$ cat src/rtl/sinc_down_timer_pkg.sv
// Shared definitions for the down-counting timer: state encoding and default widths.
package sinc_timer_pkg;

    localparam int unsigned DEF_WIDTH     = 8;
    localparam int unsigned DEF_PRE_WIDTH = 4;

    typedef enum logic [1:0] {
        IDLE    = 2'd0,
        RUN     = 2'd1,
        EXPIRED = 2'd2
    } state_e;

endpackage

$ cat src/rtl/sinc_down_timer_if.sv
// Control/status bundle of the down timer; master drives controls, slave is the timer.
interface sinc_down_timer_if #(
    parameter int unsigned WIDTH     = sinc_timer_pkg::DEF_WIDTH,
    parameter int unsigned PRE_WIDTH = sinc_timer_pkg::DEF_PRE_WIDTH
);
    logic                 load;
    logic [WIDTH-1:0]     load_value;
    logic                 start;
    logic                 enable;
    logic                 auto_reload;
    logic [PRE_WIDTH-1:0] prescale;
    logic [WIDTH-1:0]     count;
    logic                 busy;
    logic                 done;
    logic                 expired;

    modport master (
        output load, load_value, start, enable, auto_reload, prescale,
        input  count, busy, done, expired
    );

    modport slave (
        input  load, load_value, start, enable, auto_reload, prescale,
        output count, busy, done, expired
    );
endinterface

$ cat src/rtl/sinc_down_timer_prescaler.sv
// Prescaler: produces one tick every prescale+1 enabled cycles; clear and reset zero it.
module sinc_prescaler #(
    parameter int unsigned PRE_WIDTH = sinc_timer_pkg::DEF_PRE_WIDTH
) (
    input  logic                 clk,
    input  logic                 reset,
    input  logic                 enable,
    input  logic                 clear,
    input  logic [PRE_WIDTH-1:0] prescale,
    output logic                 tick
);
    logic [PRE_WIDTH-1:0] cnt_q, cnt_d;

    // >= rather than == so a shrunk prescale wraps at once instead of running to overflow
    always_comb begin
        cnt_d = cnt_q;
        tick  = 1'b0;
        if (clear) begin
            cnt_d = '0;
        end else if (enable) begin
            if (cnt_q >= prescale) begin
                cnt_d = '0;
                tick  = 1'b1;
            end else begin
                cnt_d = cnt_q + PRE_WIDTH'(1);
            end
        end
    end

    always_ff @(posedge clk) begin
        if (reset) cnt_q <= '0;
        else       cnt_q <= cnt_d;
    end
endmodule

$ cat src/rtl/sinc_down_timer.sv
// Loadable down-counter/timer with prescaler, one-shot or auto-reload expiry.
module sinc_down_timer
    import sinc_timer_pkg::*;
#(
    parameter int unsigned WIDTH     = DEF_WIDTH,
    parameter int unsigned PRE_WIDTH = DEF_PRE_WIDTH
) (
    input logic              clk,
    input logic              reset,
    sinc_down_timer_if.slave bus
);
    state_e           state_q, state_d;
    logic [WIDTH-1:0] count_q, count_d;
    logic [WIDTH-1:0] reload_q, reload_d;
    logic             busy_q, busy_d;
    logic             done_q, done_d;
    logic             expired_q, expired_d;

    logic             tick;
    logic             pre_enable;
    logic [WIDTH-1:0] reload_src;

    assign pre_enable = bus.enable && (state_q == RUN);
    // A load coinciding with start or reload supplies the value directly
    assign reload_src = bus.load ? bus.load_value : reload_q;

    sinc_prescaler #(.PRE_WIDTH(PRE_WIDTH)) u_prescaler (
        .clk      (clk),
        .reset    (reset),
        .enable   (pre_enable),
        .clear    (bus.start),
        .prescale (bus.prescale),
        .tick     (tick)
    );

    always_comb begin
        state_d   = state_q;
        count_d   = count_q;
        reload_d  = reload_q;
        done_d    = 1'b0;
        expired_d = expired_q;

        if (bus.load) reload_d = bus.load_value;

        if (bus.start) begin
            expired_d = 1'b0;
            if (reload_src == '0) begin
                count_d   = '0;
                done_d    = 1'b1;
                expired_d = 1'b1;
                state_d   = EXPIRED;
            end else begin
                count_d = reload_src;
                state_d = RUN;
            end
        end else begin
            unique case (state_q)
                IDLE, EXPIRED: begin
                    if (bus.load) begin
                        count_d   = bus.load_value;
                        expired_d = 1'b0;
                        state_d   = IDLE;
                    end
                end
                RUN: begin
                    if (tick) begin
                        if (count_q > WIDTH'(1)) begin
                            count_d = count_q - WIDTH'(1);
                        end else begin
                            done_d = 1'b1;
                            // A zero reload cannot sustain a period, so it expires instead
                            if (bus.auto_reload && (reload_src != '0)) begin
                                count_d = reload_src;
                            end else begin
                                count_d   = '0;
                                expired_d = 1'b1;
                                state_d   = EXPIRED;
                            end
                        end
                    end
                end
                default: state_d = IDLE;
            endcase
        end

        busy_d = (state_d == RUN);
    end

    always_ff @(posedge clk) begin
        if (reset) begin
            state_q   <= IDLE;
            count_q   <= '0;
            reload_q  <= '0;
            busy_q    <= 1'b0;
            done_q    <= 1'b0;
            expired_q <= 1'b0;
        end else begin
            state_q   <= state_d;
            count_q   <= count_d;
            reload_q  <= reload_d;
            busy_q    <= busy_d;
            done_q    <= done_d;
            expired_q <= expired_d;
        end
    end

    assign bus.count   = count_q;
    assign bus.busy    = busy_q;
    assign bus.done    = done_q;
    assign bus.expired = expired_q;
endmodule

$ cat src/flat_wrapper.sv
// flat-port wrapper written by rule: the top's interface ports become plain ports
module sinc_down_timer_flat import sinc_timer_pkg::*;
#(
    parameter int unsigned WIDTH     = DEF_WIDTH,
    parameter int unsigned PRE_WIDTH = DEF_PRE_WIDTH
)
  (clk, reset, bus_load, bus_load_value, bus_start, bus_enable, bus_auto_reload, bus_prescale, bus_count, bus_busy, bus_done, bus_expired);
  sinc_down_timer_if #(.WIDTH(WIDTH), .PRE_WIDTH(PRE_WIDTH)) bus_i ();
  input logic clk;
  input logic reset;
  input wire logic [$bits(bus_i.load)-1:0] bus_load;
  input wire logic [$bits(bus_i.load_value)-1:0] bus_load_value;
  input wire logic [$bits(bus_i.start)-1:0] bus_start;
  input wire logic [$bits(bus_i.enable)-1:0] bus_enable;
  input wire logic [$bits(bus_i.auto_reload)-1:0] bus_auto_reload;
  input wire logic [$bits(bus_i.prescale)-1:0] bus_prescale;
  output wire logic [$bits(bus_i.count)-1:0] bus_count;
  output wire logic [$bits(bus_i.busy)-1:0] bus_busy;
  output wire logic [$bits(bus_i.done)-1:0] bus_done;
  output wire logic [$bits(bus_i.expired)-1:0] bus_expired;
  assign bus_i.load = bus_load;
  assign bus_i.load_value = bus_load_value;
  assign bus_i.start = bus_start;
  assign bus_i.enable = bus_enable;
  assign bus_i.auto_reload = bus_auto_reload;
  assign bus_i.prescale = bus_prescale;
  assign bus_count = bus_i.count;
  assign bus_busy = bus_i.busy;
  assign bus_done = bus_i.done;
  assign bus_expired = bus_i.expired;
  sinc_down_timer #(.WIDTH(WIDTH), .PRE_WIDTH(PRE_WIDTH)) u_core (.clk(clk), .reset(reset), .bus(bus_i));
endmodule
$ cat config.mk
export PLATFORM = sky130hd
export DESIGN_NAME = sinc_down_timer_flat
export DESIGN_NICKNAME = d
export VERILOG_FILES = /design/src/rtl/sinc_down_timer_pkg.sv /design/src/rtl/sinc_down_timer_if.sv /design/src/rtl/sinc_down_timer_prescaler.sv /design/src/rtl/sinc_down_timer.sv /design/src/flat_wrapper.sv
export SDC_FILE = /design/constraint.sdc
export NUM_CORES = 1
export LEC_CHECK = 0
export ABC_CLOCK_PERIOD_IN_PS = 5030
export CAP_MARGIN = 10
export CORE_ASPECT_RATIO = 0.8
export CORE_UTILIZATION = 40
export DETAILED_ROUTE_END_ITERATION = 16
export GPL_ROUTABILITY_DRIVEN = 0
export PLACE_DENSITY = 0.71
export SLEW_MARGIN = 10
export SYNTH_ARGS = -nofsm -noshare
export SYNTH_HDL_FRONTEND = slang
export SYNTH_SLANG_ARGS = --single-unit
$ cat constraint.sdc
create_clock -name clk -period 5.03 [get_ports clk]
set_input_delay 1.006 -clock clk [delete_from_list [all_inputs] [get_ports clk]]
set_output_delay 1.006 -clock clk [all_outputs]
set_load 0.03 [all_outputs]
==> results.yml <==
floorplan:
  row_count: 20
  die_w_microns: 75.1
  die_h_microns: 60.5
  io_pins: 29
  coreArea_sq_um: 3950
  start_util: 0.432
  die_area_sq_um: 4540
synth:
  ys_types: 51
  synth_area_per_cell_sq_um: 8.38
  synth_nets: 229
  netlist_instances: 204
  synthArstFlopShare: 0
  ys_seq_area_frac: 0.293
  synth_flop_cell: "dfxtp_1"
  synthesis.area_sq_um: 1710
  synth-warning-count: 0
  synth_edf_count: 0
  yosys_register_bits: 25
drt:
  avgRoutedWirePerCell_microns: 15.6
  vias_per_cell: 5.64
  drtPass1Iterations: 4
  drt-initial-drc-count: 153
  routed_wl_mm: 4.38
  drc: 0
  drtAntennaViolNets: 0
  vias: 1586
place:
  pre_cts_slack_ns: 1.43
  dp_hpwl_mm: 3.30
  port-buffer-count: 28
timing:
  timing.slew.headroom: 0.471
  fmax_mhz: 300
  rsz0062_at_grt: "no"
  drv_slew: 0
  fin_crit_sh: 0.662
  final_hold_viol_count: 0
  finalSetupViolCount: 0
  timing.final.crit_period_ns: 3.33
  worstMarginPinSlew_ns: 0.791
  tns_ns: 0
  setup_slack_ns: 1.70
  fin_skew_ns: 0.00606
setup_path:
  crit_slowest_cell: "clkdlybuf4s50_1"
  critical_path.max_fanout: 17
  crit_arrival_ns: 3.45
  slowest_delay_ns: 0.98
  cpLargestDelayFamily: "simple AND/OR/NAND/NOR gates"
  critPathLaunchType: "input port"
  critPathRequiredTime_ns: 5.15
  crit_type: "input port to flop"
  worstPathBufferInverterCount: 1
  crit_path_cell_trace: "clkdlybuf4s50_1, or4b_1, o22ai_4, a21boi_2, nor4_2, or3_1, a21oi_1"
  end_kind: "flop"
cells_and_area:
  finalNetCount: 252
  areaGrowthSynthToFinish_pct: 19.8
  drive_above_1_share: 0.102
  fill_cells: 396
  layout_commonest_cell: "clkdlybuf4s50_1"
  final_cell_mix: "clkdlybuf4s50_1, dfxtp_1, nor2_1"
  antenna_cells: 0
global_routing:
  grt_pass1_wl_mm: 7.24
  antenna_found_initial: 0
  grt-ovfl-total: 0
  grt_use_total: 0.213
  grt_pass1_vias: 1467
  grt_max_degree: 23
cts:
  cts.reportedPaths.clkPinSlew_ns: 0.09
  clock_sink_count: 25
  cts_tree: "done"
  post_cts.repair.setup_buffers: 0
  cts.path.max_buffers: 2
  insertion_delay_ns: 0.27
  postCtsHoldBufs: 0
  cts_inserted_buffers: 3
  ctsHtreeMaxLevel: 1
  cts_resized: 0
  cts-root-buf: "clkbuf_8"
power:
  power_frac_clock: 0.230
  p_leak_nw: 0.762
  p_per_area_nw_per_um2: 253
  sw_frac_of_total: 0.339
  p_switching_w: 0.000176
  ir_worst_vdd_uv: 127
  pwr-share-seq: 0.433
  internal_power_w: 0.000343
  comb_power_share: 0.336
  p_total_w: 0.000519
status:
  status: "complete, no violations"
job:
  cap_viol_max_count: 0
min_path:
  holdCritPathClass: "flop to flop"
==> state kept, by name, indices dropped and copies added, names as in the netlist <==
name,cells
u_core.u_prescaler.cnt_q,4
u_core.state_q,2
u_core.bus.count,8
u_core.bus.busy,1
u_core.bus.done,1
u_core.reload_q,8
u_core.bus.expired,1
==> cell families after synthesis <==
family,after synthesis,synth area share
simple gates,79,0.255
compound gates,54,0.239
flops,25,0.293
buf+inv,21,0.0564
mux,14,0.0857
fa+ha+maj,7,0.0512
xor+xnor,4,0.0205
==> path summary, 6_finish.rpt <==
path | from | to | slack [ns] | depth (start not counted)
worst min register to register | u_core.u_prescaler.cnt_q[0] | u_core.u_prescaler.cnt_q[0] | 0.51 | 2
worst max register to register | u_core.state_q[0] | u_core.bus.count[4] | 2.57 | 5
worst max-delay path | bus_load | u_core.bus.busy | 1.70 | 7
worst min-delay path | u_core.u_prescaler.cnt_q[0] | u_core.u_prescaler.cnt_q[0] | 0.51 | 2
==> power groups by stage <==
| stage | clock [W] | sequential (W) | combinational (W) |
|---|---|---|---|
| global route | 0.000129 | 0.000227 | 0.000190 |
| finish | 0.000119 | 0.000225 | 0.000174 |
| CTS | 0.000124 | 0.000225 | 0.000172 |
| detailed placement | 0 | 0.000229 | 0.000172 |
| global placement | 0 | 0.000229 | 0.000170 |
| floorplan | 0 | 0.000237 | 0.000111 |
==> per-stage QoR <==
| step | std cells | area, sq um | util | hold slack, ns |
|---|---|---|---|---|
| after detailed placement | 277 | 2000 | 0.507 | 0.491 |
| final | 281 | 2050 | 0.518 | 0.510 |
| after global routing | 281 | 2050 | 0.518 | 0.552 |
| after CTS | 281 | 2050 | 0.518 | 0.506 |
| after global placement | 277 | 2000 | 0.507 | 0.487 |
| after floorplan | 204 | 1710 | - | 0.462 |
==> cells in the mapped netlist, drive strengths merged (5+ instances only) <==
library cell,count,area share
o21ai,14,0.041
nand2,18,0.040
nand3,5,0.015
dfxtp,25,0.29
nor2,24,0.053
nor3,6,0.023
clkbuf,6,0.013
mux2,5,0.033
ha,7,0.051
inv,11,0.024
a21oi,14,0.041
mux2i,9,0.053
==> metal layers <==
layer | wire length (microns) | vias to the layer above | track usage
met5 | 0 | - | 0
met4 | 44 | 0 | 0.0458
met3 | 318 | 6 | 0.0399
met2 | 1820 | 52 | 0.309
met1 | 2200 | 741 | 0.324
li1 | - | 787 | -
==> worst min-delay path, cell delays in order, from the launching register on <==
cell,delay (ns)
dfxtp_1,0.35
nand2_1,0.07
a21oi_1,0.05
==> layout make-up <==
class                      instances  area (sq um)  area share
clock buffer                       4          45.0      0.0220
inverter                          11          41.3      0.0202
multi-input combinational        158          1110       0.543
sequential                        25           500       0.244
tap                               55          68.8      0.0336
timing repair buffer              28           280       0.137
Note: power is estimated with default switching activity, not from simulation.
